--- src/rtl/modred_sched_if.sv ---
// Request/response bundle for modred_sched: N_REQ valid/ready operand lanes in,
// one backpressured, requester-tagged residue out, plus pipeline occupancy.
interface modred_sched_if #(
  parameter int Q     = 12289,
  parameter int N_REQ = 4
);
  localparam int K   = $clog2(Q);
  localparam int IDW = (N_REQ > 1) ? $clog2(N_REQ) : 1;

  logic [N_REQ-1:0]     req_valid;
  logic [N_REQ-1:0]     req_ready;
  logic [N_REQ*2*K-1:0] req_x;
  logic                 rsp_valid;
  logic                 rsp_ready;
  logic [K-1:0]         rsp_y;
  logic [IDW-1:0]       rsp_id;
  logic [1:0]           occupancy;

  modport slave (
    input  req_valid, req_x, rsp_ready,
    output req_ready, rsp_valid, rsp_y, rsp_id, occupancy
  );

  modport master (
    output req_valid, req_x, rsp_ready,
    input  req_ready, rsp_valid, rsp_y, rsp_id, occupancy
  );
endinterface

--- src/rtl/modred_sched.sv ---
// Round-robin share of a 3-stage Barrett reducer (x mod Q); one grant per cycle, result 3 stages after grant.
// A held response (rsp_valid & ~rsp_ready) freezes every stage and blocks all new grants.
module modred_sched #(
  parameter int Q     = 12289,
  parameter int N_REQ = 4
) (
  input  logic           clk,
  input  logic           rst,
  modred_sched_if.slave  bus
);
  localparam int K   = $clog2(Q);
  localparam int IDW = (N_REQ > 1) ? $clog2(N_REQ) : 1;
  localparam int XW  = 2 * K;
  localparam int RW  = K + 1;
  localparam int PW  = XW + K + 1;
  localparam int QW  = K + 1;
  localparam int TW  = K + 2;

  // R < 2^(K+1) because Q > 2^(K-1)
  localparam logic [RW-1:0]  R_C      = RW'((64'd1 << XW) / 64'(Q));
  localparam logic [TW-1:0]  Q_T      = TW'(Q);
  localparam logic [XW:0]    Q_X      = (XW+1)'(Q);
  localparam logic [IDW-1:0] LAST_RST = IDW'(N_REQ - 1);

  logic [IDW-1:0]   last;
  logic [IDW-1:0]   cand;
  logic [IDW-1:0]   gnt_idx;
  logic             gnt_any;
  logic [N_REQ-1:0] grant;
  logic             stall;
  logic             accept;
  logic [XW-1:0]    sel_x;

  logic             s1_vld;
  logic [XW-1:0]    s1_x;
  logic [IDW-1:0]   s1_id;
  logic             s2_vld;
  logic [XW-1:0]    s2_x;
  logic [QW-1:0]    s2_qhat;
  logic [IDW-1:0]   s2_id;
  logic             s3_vld;
  logic [K-1:0]     s3_y;
  logic [IDW-1:0]   s3_id;

  logic [QW-1:0]    qhat_d;
  logic [XW:0]      qq;
  logic [TW-1:0]    t0;
  logic [TW-1:0]    t1;
  logic [K-1:0]     y_d;

  // Search last+1, last+2, ... wrapping; first valid requester wins.
  always_comb begin
    gnt_any = 1'b0;
    gnt_idx = '0;
    cand    = '0;
    for (int off = 1; off <= N_REQ; off++) begin
      cand = IDW'((int'(last) + off) % N_REQ);
      if (!gnt_any && bus.req_valid[cand]) begin
        gnt_any = 1'b1;
        gnt_idx = cand;
      end
    end
  end

  assign grant  = gnt_any ? (N_REQ'(1) << gnt_idx) : '0;
  assign stall  = s3_vld & ~bus.rsp_ready;
  assign accept = gnt_any & ~stall & ~rst;
  assign sel_x  = bus.req_x[int'(gnt_idx)*XW +: XW];

  assign bus.req_ready = (rst || stall) ? '0 : grant;
  assign bus.rsp_valid = s3_vld;
  assign bus.rsp_y     = s3_y;
  assign bus.rsp_id    = s3_id;
  assign bus.occupancy = {1'b0, s1_vld} + {1'b0, s2_vld} + {1'b0, s3_vld};

  // qhat underestimates floor(x/Q) by at most 2, so t < 3Q and two corrections suffice.
  assign qhat_d = QW'(({{(PW-XW){1'b0}}, s1_x} * {{(PW-RW){1'b0}}, R_C}) >> XW);
  assign qq     = {{(XW+1-QW){1'b0}}, s2_qhat} * Q_X;
  assign t0     = TW'({1'b0, s2_x} - qq);
  assign t1     = (t0 >= Q_T) ? t0 - Q_T : t0;
  assign y_d    = K'((t1 >= Q_T) ? t1 - Q_T : t1);

  always_ff @(posedge clk or posedge rst) begin
    if (rst) begin
      last <= LAST_RST;
    end else if (accept) begin
      last <= gnt_idx;
    end
  end

  always_ff @(posedge clk or posedge rst) begin
    if (rst) begin
      s1_vld  <= 1'b0;
      s1_x    <= '0;
      s1_id   <= '0;
      s2_vld  <= 1'b0;
      s2_x    <= '0;
      s2_qhat <= '0;
      s2_id   <= '0;
      s3_vld  <= 1'b0;
      s3_y    <= '0;
      s3_id   <= '0;
    end else if (!stall) begin
      s1_vld <= accept;
      s2_vld <= s1_vld;
      s3_vld <= s2_vld;
      if (accept) begin
        s1_x  <= sel_x;
        s1_id <= gnt_idx;
      end
      if (s1_vld) begin
        s2_x    <= s1_x;
        s2_qhat <= qhat_d;
        s2_id   <= s1_id;
      end
      if (s2_vld) begin
        s3_y  <= y_d;
        s3_id <= s2_id;
      end
    end
  end

  a_one_grant: assert property (@(posedge clk) disable iff (rst) $onehot0(bus.req_ready));
  a_residue_range: assert property (@(posedge clk) disable iff (rst)
    s3_vld |-> ({2'b00, s3_y} < Q_T));
  a_hold_on_stall: assert property (@(posedge clk) disable iff (rst)
    stall |=> (s3_vld && $stable(s3_y) && $stable(s3_id)));
endmodule

--- src/flat_wrapper.sv ---
// flat-port wrapper written by rule: the top's interface ports become plain ports
module modred_sched_flat 
#(
  parameter int Q     = 12289,
  parameter int N_REQ = 4
)
  (clk, rst, bus_req_valid, bus_req_x, bus_rsp_ready, bus_req_ready, bus_rsp_valid, bus_rsp_y, bus_rsp_id, bus_occupancy);
  modred_sched_if #(.Q(Q), .N_REQ(N_REQ)) bus_i ();
  input  logic clk;
  input  logic rst;
  input wire logic [$bits(bus_i.req_valid)-1:0] bus_req_valid;
  input wire logic [$bits(bus_i.req_x)-1:0] bus_req_x;
  input wire logic [$bits(bus_i.rsp_ready)-1:0] bus_rsp_ready;
  output wire logic [$bits(bus_i.req_ready)-1:0] bus_req_ready;
  output wire logic [$bits(bus_i.rsp_valid)-1:0] bus_rsp_valid;
  output wire logic [$bits(bus_i.rsp_y)-1:0] bus_rsp_y;
  output wire logic [$bits(bus_i.rsp_id)-1:0] bus_rsp_id;
  output wire logic [$bits(bus_i.occupancy)-1:0] bus_occupancy;
  assign bus_i.req_valid = bus_req_valid;
  assign bus_i.req_x = bus_req_x;
  assign bus_i.rsp_ready = bus_rsp_ready;
  assign bus_req_ready = bus_i.req_ready;
  assign bus_rsp_valid = bus_i.rsp_valid;
  assign bus_rsp_y = bus_i.rsp_y;
  assign bus_rsp_id = bus_i.rsp_id;
  assign bus_occupancy = bus_i.occupancy;
  modred_sched #(.Q(Q), .N_REQ(N_REQ)) u_core (.clk(clk), .rst(rst), .bus(bus_i));
endmodule
--- config.mk ---
export PLATFORM = sky130hd
export DESIGN_NAME = modred_sched_flat
export DESIGN_NICKNAME = d
export VERILOG_FILES = /design/src/rtl/modred_sched_if.sv /design/src/rtl/modred_sched.sv /design/src/flat_wrapper.sv
export SDC_FILE = /design/constraint.sdc
export NUM_CORES = 1
export LEC_CHECK = 0
export ABC_AREA = 0
export BUFFER_PORTS_ARGS = -buffer_cell sky130_fd_sc_hd__buf_2
export CORE_ASPECT_RATIO = 1.4
export CORE_MARGIN = 2
export CORE_UTILIZATION = 50
export CTS_BUF_LIST = sky130_fd_sc_hd__clkbuf_8
export DETAILED_ROUTE_END_ITERATION = 16
export PLACE_DENSITY = 0.77
export SYNTH_ARGS = -nofsm -noshare
export SYNTH_HDL_FRONTEND = slang
export SYNTH_SLANG_ARGS = --single-unit
export TNS_END_PERCENT = 50
--- constraint.sdc ---
create_clock -name clk -period 13.4 [get_ports clk]
set_clock_uncertainty 0.2 [all_clocks]
set_input_delay 2.68 -clock clk [delete_from_list [all_inputs] [get_ports clk]]
set_output_delay 2.68 -clock clk [all_outputs]
set_load 0.005 [all_outputs]
# Yosys cells after proc, flatten, opt, wreduce, memory -nomap -nowiden
# Index checks and enable logic that the tools add are counted.
# classes
add_sub_neg,9
multipliers,3
order_cmp,6
shift,2
muxes,20
bitwise_logic,6
n_reduce_logical,10
# op_table
operator,n
$shiftx 112x32->28,1
$mul 28x15->43 const B,1
$ge 16x14->1 const B,2
$mul 15x14->16 const B,1
$mux 16,1
$sub 16x14->16 const B,1
$sub 16x16->16,1
$mux 14,1
$sub 14x14->14 const B,1
$lt 2x3->1 const B,4
$bmux 1 s2,4
$mux 1,8
$mux 2,4
$mux 4,2
$reduce_and 2->1,3
$mul 2x3->5 const B,1
$add 2x1->2 const B,2
$add 2x2->2 const B,2
$shl 1x2->4 const A,1
$and 1x1->1,3
$logic_and 1x1->1,3
$logic_not 1->1,3
$not 1->1,3
$add 1x1->2,1
other kinds (2),2
# word_totals
reg_bits,84
inputBits,119
output_inout_bits,23
wordCells,67

# Logic depth before layout (Yosys ltp)
# Gate-level depths: netlist of run 1.
# depth
word_depth,16
ltp_mapped,30
ltp_nobuf,28

# Least setup slack after synthesis of run 1
# Ideal clock, no wire load.
# synth_path
path_kind,input port to output port
start,in rst
end,out bus_req_ready[0]
arrival_time_ps,5359
required_ps,10520
setup_slack_ps,5161
path_stages,5
path_buffers,2
cell_sequence,inv_1 -> nand3_1 -> clkbuf_1 -> clkbuf_1 -> nor3_1
# synth_via
elab_chain_len,2
# synth_rtl
element,line_no,rtl
"start, declared",flat_wrapper.sv:10,input logic rst;
$logic_or 1x1->1,modred_sched.sv:70,assign bus.req_ready = (rst || stall) ? '0 : grant;
$mux 4,modred_sched.sv:70,
"end, declared",flat_wrapper.sv:14,output wire logic [$bits(bus_i.req_ready)-1:0] bus_req_ready;
# No other way between the ends.

# Final worst setup path of run 1
# layout_path
start,reg u_core.s2_qhat[0]
end,"reg u_core.s3_y[7], in the netlist u_core.bus.rsp_y[7]"
# layout_via
elab_chain_len,6
word_cells_on_any_way,8
classes_between,add/sub (3); mul (1); order compare (2); mux (2)
# layout_rtl
element,line_no,rtl
"start, declared",modred_sched.sv:39,logic [QW-1:0] s2_qhat;
"start signal, assigned",modred_sched.sv:113,s2_qhat <= qhat_d;
$mul 15x14->16 *,modred_sched.sv:78,"assign qq = {{(XW+1-QW){1'b0}}, s2_qhat} * Q_X;"
$sub 16x16->16 *,modred_sched.sv:79,"assign t0 = TW'({1'b0, s2_x} - qq);"
$sub 16x14->16 or $ge 16x14->1 (tied branches),modred_sched.sv:80,assign t1 = (t0 >= Q_T) ? t0 - Q_T : t0;
$mux 16 *,modred_sched.sv:80,
$sub 14x14->14 or $ge 16x14->1 (tied branches),modred_sched.sv:81,assign y_d = K'((t1 >= Q_T) ? t1 - Q_T : t1);
$mux 14 *,modred_sched.sv:81,
"end signal, assigned",modred_sched.sv:117,s3_y <= y_d;
"end, declared",modred_sched.sv:42,logic [K-1:0] s3_y;
# Every way passes the cells marked *; elsewhere a longest branch is shown, timed or not.
# A chain may end at the register's enable or synchronous reset.

==> results of run 1 <==
cells by family after synthesis:
group                      synth area share (%)
AOI/OAI and AO/OA                          13.0
xor gates and xnor gates                   3.17
adders and majority gates                  43.8
buffers and inverters                      10.4
DFF                                        15.2
muxes                                     0.561
and+or+nand+nor                            13.8
final timing paths:
| kind | endpoint | depth (start not counted) | slack (ns) | from |
|---|---|---|---|---|
| min in group asynchronous | u_core.s1_x[0] | 3 | 2.41 | rst |
| setup / recovery | u_core.bus.rsp_y[7] | 25 | 4.99 | u_core.s2_qhat[0] |
| hold reg to reg | u_core.bus.rsp_y[7] | 2 | 0.28 | u_core.bus.rsp_y[7] |
| max in group asynchronous | u_core.s1_x[13] | 3 | 9.86 | rst |
| hold / removal | u_core.bus.rsp_y[7] | 2 | 0.28 | u_core.bus.rsp_y[7] |
| setup reg to reg | u_core.bus.rsp_y[7] | 25 | 4.99 | u_core.s2_qhat[0] |
layer usage:
layer | vias to the layer above | GRT usage [%] | part of all wire (%)
met4 | 0 | 11.2 | 4.8
met5 | - | 0 | 0
met1 | 5416 | 28.3 | 39
met3 | 88 | 2.60 | 2.9
li1 | 5507 | - | -
met2 | 255 | 44.9 | 54
critical path, delay by kind of cell (launching register included):
family / cells / cell delay, ns
flops: 1 / 0.44
buf+inv: 2 / 0.10
fa+ha+maj: 8 / 3.07
simple gates: 7 / 1.70
compound gates: 6 / 1.87
xor+xnor: 2 / 0.94
cell type report:
type / count / area, µm² / area share (%)
Sequential cell: 84 / 2100 / 14.0
Multi-Input combinational cell: 1149 / 10300 / 68.5
Timing Repair Buffer: 147 / 751 / 4.98
Tap cell: 370 / 463 / 3.07
Inverter: 327 / 1230 / 8.15
Clock buffer: 9 / 124 / 0.822
Clock inverter: 7 / 75.1 / 0.498
sequential cells by signal, summed over array words and instances (netlist names):
name	flops
u_core.s2_qhat	15
u_core.s2_vld	1
u_core.bus.rsp_y	14
u_core.s1_id	2
u_core.s1_vld	1
u_core.s1_x	28
u_core.bus.rsp_id	2
u_core.bus.rsp_valid	1
u_core.s2_id	2
u_core.last	2
u_core.s2_x	16
cells in the final DEF, fill, tap and decap left out, types with 13 or more instances in the layout:
cell	Yosys	final
sky130_fd_sc_hd__o21ai_0	110	109
sky130_fd_sc_hd__dfrtp_1	82	82
sky130_fd_sc_hd__nand4_1	13	13
sky130_fd_sc_hd__nor3_1	20	20
sky130_fd_sc_hd__a31oi_1	14	14
sky130_fd_sc_hd__fa_1	147	147
sky130_fd_sc_hd__nor2_1	111	111
sky130_fd_sc_hd__xnor2_1	36	36
sky130_fd_sc_hd__ha_1	249	249
sky130_fd_sc_hd__nand2_1	166	166
sky130_fd_sc_hd__nand3_1	51	50
sky130_fd_sc_hd__a21o_1	18	18
sky130_fd_sc_hd__a21oi_1	33	33
sky130_fd_sc_hd__xor2_1	14	14
sky130_fd_sc_hd__buf_2	2	141
sky130_fd_sc_hd__inv_1	327	327
per-stage QoR:
stage	hold slack (ns)	util, %	instances
finish	0.278	55.0	2093
global placement	0.247	54.3	2077
detailed placement	0.260	54.3	2077
CTS	0.285	55.0	2093
floorplan	0.233	-	1610
global route	0.311	55.0	2093
synthesized netlist by cell type, drive strengths merged, types with 18 or more instances:
master,count
clkbuf,42
inv,327
a21o,18
nand3,51
ha,249
xnor2,36
nor2,111
o21ai,110
fa,147
dfrtp,82
a21oi,36
nor3,21
nand2,166
==> results.md, run 1 <==
- The flow ran to the end, and the final reports show no timing, DRC or antenna violations.
- Among all stages on the critical path, the largest delay is contributed by sky130_fd_sc_hd__xor2_1.
- The setup slack after placement is around 5.1 ns.
- The fmax is ~120 MHz.
- The starting DRC count in detailed routing is between 500 and 600.
- The period utilization is between 60% and 70%.
- In the global route stage, overall resource usage came out at 24.5%.
- The first global-routing pass estimated ~57 mm of wire.
- Measured along the y axis, the die boundary spans 201 µm.
- Counting along the longest clock path gives a buffer depth of 2.
- The hold buffer count at cts is 0.
- Ranked by total cell area, the synthesized netlist is headed by sky130_fd_sc_hd__ha_1 23%, sky130_fd_sc_hd__fa_1 21%, sky130_fd_sc_hd__dfrtp_1 15%, sky130_fd_sc_hd__inv_1 8.9%, sky130_fd_sc_hd__nand2_1 4.5%.
- Headroom to the max-slew limit came out at between 10% and 20%.
- The number of antenna violations at the first check in global routing is 0.
- For this configuration, the core starts out at a cell density of about half.
- Relative to the synthesized area, the layout overhead comes to 8.98%.
- The type of origin of the critical path is a flop.
- The horizontal die dimension is 145 µm.
- The post-synthesis instance total is roughly 1600.
- The detailed placement HPWL is around 29 mm.
- The cell area after synthesis is 0.0138 mm².
- The proportion of register bits with asynchronous set or reset after synthesis is 100%.
- At the end of routability-driven placement, the weighted congestion stood at roughly 0.94.
- The via count of the first global-routing pass is roughly 12000.
- Summed over its instances, the top area cell type makes up a little under a quarter of the synthesized netlist area.
- The net count of the finished layout is 2233.
- The area inside the core boundary is roughly 0.027 mm².
- After routing, the total negative slack on setup checks comes to 0 ns.
- Yosys mapped a number of flops with a built-in enable equal to 0.
- The antenna diode count is 0.
- The tree built by TritonCTS fans out to 84 sinks.
- The arrival time of data at the critical path endpoint is roughly 8.5 ns.
- The max-slew violation total from the final report is 0.
- The number of clock buffers inserted by TritonCTS is 9.
- For this run, the slowest stage of the critical path takes 0.58 ns.
- The final standard cell area without fillers is 0.0151 mm².
- The average instance in the mapped netlist occupies between 8 and 9 µm².
- After detailed routing, the total wire length is ~34 mm.
- The clock tree from TritonCTS is yes.
- The final route contains ~11000 vias.
- The pin slew with the least headroom to its limit is 1.24 ns.
- Summed over all layers, the global routing overflow is 0.
- The flip-flop and latch count after synthesis is 84.
- The setup fix buffers added after clock tree synthesis is 0.
- In this run, post-CTS repair resized a total of 0 instances.
- Setup repair after global routing left no endpoint under its margin.
- The number of library cell types mapped by synthesis is between 70 and 80.
- The worst endpoint required time is roughly 14 ns.
- Sequential elements use 15.2% of the synthesized area.
- The number of setup violations in the final report is 0.
- After floorplanning, the core was divided into a little over 70 placement rows.
- The max-capacitance violation count is 0.
- The cell taking the most area after synthesis is sky130_fd_sc_hd__ha_1.
- The path class of the tightest hold or removal check is reg -> reg.
- The number of nets in the synthesized netlist is ~2100.
- During synthesis, Yosys emitted a total of 0 warnings.
- The post-place instance area is 0.0149 mm².
- In the routed layout, each cell is associated on average with a via count of between 5 and 6.
- The clock edge transition at the registers on the reported setup and hold paths is ~0.10 ns.
- Entering global routing, the biggest net connects 85 pins.
- The detailed-route DRC error count is 0.
- The share of layout cells above drive strength 1 is 11.5%.
- The clock latency at the later pin of the worst-skew pair is around 0.40 ns.
- The root buffer cell is sky130_fd_sc_hd__clkbuf_8.
- In the synthesized netlist the dominant register cell turns out to be sky130_fd_sc_hd__dfrtp_1.
- For this design the top-level I/O count stands at roughly 140.
- The die covers approximately 0.029 mm².
- The element type at the critical path end is a flop.
- The critical path class is reg -> reg.
- In this run the worst path has a maximum fanout of 12.
- The final-layout fill cell count is ~2600.
- The clock period minus worst slack is ~8.4 ns.
- The number of levels in the clock H-tree is 3.
- In the final routed layout, each cell accounts on average for 16.0 µm.
- The post-detailed-route count of antenna-violating nets is 0.
- The count of port buffers added during placement is approximately 140.
- The least setup slack across all paths after layout is 4.99 ns.
- The iteration count of the initial detailed-routing pass is 5.
- The final count of hold timing violations came to 0.
Power of run 1 is not shown: default switching activity piles up to over one toggle a cycle in this logic, so the estimate is an artifact.
==> inputs of run 2 (changes only) <==
- clock period: 13.4 -> 7.8 ns (I/O delays scaled with it)
==> results.md, run 2 (same netlist as run 1, synthesis figures left out) <==
- The number of antenna violations at the first check in global routing is 0 (unchanged).
- The clock edge transition at the registers on the reported setup and hold paths is 0.11 ns (was 0.10 ns).
- The met1 track demand over resource came to 28.0% (was 28.3%).
- The final count of hold timing violations came to 0 (unchanged).
- The number of flip-flops under the largest register name is 28 (unchanged).
- The overall track demand over capacity in global routing is 24.6% (was 24.5%).
- The count of standard-cell rows is 72 (unchanged).
- The initial core utilization is 50.5% (unchanged).
- The area inside the core boundary was 0.0274 mm² (unchanged).
- The clock tree from TritonCTS is yes (unchanged).
- The number of levels in the clock H-tree is 3 (unchanged).
- The register ranked first by flip-flop count was u_core.s1_x (unchanged).
- The wire length per cell came to 16.1 µm (was 16.0 µm).
- The horizontal die dimension is 145 µm (unchanged).
- The global routing usage on met2 is 44.2% (was 44.9%).
- The worst slew margin relative to its limit is 16.0% (was 17.1%).
- The maximum number of pins on one net before global-route repair is 65 (was 85).
- The routability congestion estimate from global placement is 0.966 (was 0.945).
- Unrepaired setup endpoints after global routing: false (unchanged).
- The final standard cell area without fillers is 0.0152 mm² (was 0.0151 mm²).
- The most numerous cell type found on the critical path is sky130_fd_sc_hd__ha_1.
- The family with the most delay on the worst path is adder cells (unchanged).
- The die boundary height is 201 µm (unchanged).
- The largest fanout of any net on the critical path is 8 (was 12).
- The most common cell after layout, fill and taps aside is sky130_fd_sc_hd__inv_1 (unchanged).
- The number of clock buffers inserted by TritonCTS is 9 (unchanged).
- The slowest cell on the critical path is sky130_fd_sc_hd__fa_1 (was sky130_fd_sc_hd__xor2_1).
- The total via count in the routed design is 11400 (was 11300).
- The type of origin of the critical path is a flop (unchanged).
- The post-place instance area is 0.0150 mm² (was 0.0149 mm²).
- The hold buffer count at cts is 0 (unchanged).
- The share of layout cells above drive strength 1 came to 12.5% (was 11.5%).
- The antenna diode count is 0 (unchanged).
- The synthesis-to-finish area growth is 10.0% (was 8.98%).
- The arrival time of data at the critical path endpoint is 7.47 ns (was 8.52 ns).
- The first-pass GRT wire length is 56.9 mm (was 56.6 mm).
- The number of placed instances with taps included is 2088 (was 2077).
- The number of setup violations in the final report is 0 (unchanged).
- The detailed placement HPWL was 28.8 mm (was 28.5 mm).
- The maximum root-to-sink buffer count is 2 (unchanged).
- The element type at the critical path end is a flop (unchanged).
- The clock latency at the later pin of the worst-skew pair was 0.39 ns (was 0.40 ns).
- The via count of the first global-routing pass is 12000 (was 11700).
- The max-capacitance violation count was 0 (unchanged).
- The count of port buffers added during placement is 141 (unchanged).
- The met3 global-route usage is 2.48% (was 2.60%).
- The pin slew with the least headroom to its limit is 1.26 ns (was 1.24 ns).
- The number of clock sinks seen by CTS is 84 (unchanged).
- The final wirelength is 33.8 mm (was 33.5 mm).
- The number of standard cells in the layout, taps in and fillers out is 2106 (was 2093).
- Result of the run: finished clean (unchanged).
- The detailed-route DRC error count was 0 (unchanged).
- The starting DRC count in detailed routing is 456 (was 542).
- Most used cells in the layout excluding fill and tap cells: 327 x sky130_fd_sc_hd__inv_1, 248 x sky130_fd_sc_hd__ha_1, 165 x sky130_fd_sc_hd__nand2_1, 147 x sky130_fd_sc_hd__fa_1, 141 x sky130_fd_sc_hd__buf_2 (was 327 x sky130_fd_sc_hd__inv_1, 249 x sky130_fd_sc_hd__ha_1, 166 x sky130_fd_sc_hd__nand2_1, 147 x sky130_fd_sc_hd__fa_1, 141 x sky130_fd_sc_hd__buf_2).
- The post-detailed-route count of antenna-violating nets is 0 (unchanged).
- The critical path class is reg -> reg (unchanged).
- The class of the worst hold path is reg -> reg (unchanged).
- The summed negative setup slack over all endpoints was 0 ns (unchanged).
- The root buffer cell was sky130_fd_sc_hd__clkbuf_8 (unchanged).
- The period utilization is 94.5% (was 62.8%).
- The vias per cell is 5.41 (was 5.38).
- The die area is 0.0290 mm² (unchanged).
- The global-route congestion overflow total was 0 (unchanged).
- The max-slew violation total from the final report is 0 (unchanged).
- The net count of the finished layout is 2246 (was 2233).
- The fmax is 136 MHz (was 119 MHz).
- The number of buffers and inverters on the critical path is 4 (was 2).
- Largest registers in the final layout: u_core.s1_x: 28 flops, u_core.s2_x: 16 flops, u_core.s2_qhat: 15 flops (unchanged).
- The most congested layer reported by global routing is met2 (unchanged).
- The worst endpoint required time is 7.90 ns (was 13.51 ns).
- The clock period minus worst slack is 7.37 ns (was 8.41 ns).
- The count of pins on the block boundary is 142 (unchanged).
- The delay of the slowest cell on the worst path came to 0.55 ns (was 0.58 ns).
- The iteration count of the initial detailed-routing pass came to 8 (was 5).
## run 2: worst paths after layout
| path | from | end | slack [ns] | cells past startpoint |
|---|---|---|---|---|
| hold reg to reg | u_core.s2_id[1] | u_core.bus.rsp_id[1] | 0.27 | 2 |
| hold / removal | u_core.s2_id[1] | u_core.bus.rsp_id[1] | 0.27 | 2 |
| max in group asynchronous | rst | u_core.s2_qhat[14] | 5.34 | 3 |
| min in group asynchronous | rst | u_core.bus.rsp_valid | 0.94 | 2 |
| setup reg to reg | u_core.s2_qhat[0] | u_core.bus.rsp_y[9] | 0.43 | 27 |
| setup / recovery | u_core.s2_qhat[0] | u_core.bus.rsp_y[9] | 0.43 | 27 |
## run 2: cell type report
| type | instances | area [µm²] |
|---|---|---|
| flip-flops and latches | 84 | 2100 |
| multi-input cells | 1149 | 10400 |
| fillers | 2491 | 12200 |
| well taps | 370 | 463 |
| inverters | 327 | 1230 |
| repair buffers | 160 | 848 |
| clock inverters | 7 | 75.1 |
| clock buffers | 9 | 124 |
## run 2: worst register-to-register path, cell delays in order (launching register included)
cell and delay, ns:
sky130_fd_sc_hd__dfrtp_1 0.40, sky130_fd_sc_hd__ha_1 0.34, sky130_fd_sc_hd__ha_1 0.21, sky130_fd_sc_hd__fa_1 0.44, sky130_fd_sc_hd__ha_1 0.29, sky130_fd_sc_hd__inv_1 0.05
sky130_fd_sc_hd__fa_1 0.53, sky130_fd_sc_hd__inv_1 0.05, sky130_fd_sc_hd__fa_1 0.55, sky130_fd_sc_hd__inv_1 0.05, sky130_fd_sc_hd__ha_1 0.32, sky130_fd_sc_hd__o211ai_2 0.12
sky130_fd_sc_hd__a21oi_2 0.12, sky130_fd_sc_hd__o41a_1 0.40, sky130_fd_sc_hd__or4_4 0.47, sky130_fd_sc_hd__a311o_1 0.37, sky130_fd_sc_hd__o211ai_2 0.26, sky130_fd_sc_hd__nand2_4 0.15
sky130_fd_sc_hd__xnor2_4 0.22, sky130_fd_sc_hd__inv_1 0.08, sky130_fd_sc_hd__ha_1 0.20, sky130_fd_sc_hd__nor2b_1 0.15, sky130_fd_sc_hd__nand3_1 0.08, sky130_fd_sc_hd__or3_1 0.36
sky130_fd_sc_hd__a32oi_2 0.25, sky130_fd_sc_hd__nand4_4 0.18, sky130_fd_sc_hd__and4_1 0.24, sky130_fd_sc_hd__o31ai_1 0.21
## run 2: per-layer routing
metal  vias up  routed length, µm
met5         -                  0
met4         0               2010
met3       107                952
met2       278              18100
met1      5480              12700
li1       5538                  -
## run 2: repair_timing
item,in CTS,in global routing
buffers inserted,0,2
setup endpoints to repair,0,7
endpoints found under the hold margin,0,0
gates resized for setup,0,8
## run 2: per-stage QoR
stage,setup WS (ns),utilization (%),hold WS (ns)
finish,0.433,55.6,0.275
global route,0.0101,55.6,0.308
CTS,0.103,55.3,0.277
detailed placement,0.168,54.6,0.261
global placement,0.365,54.6,0.251
floorplan,0.541,-,0.233
Power of run 2 is left out for the same reason.
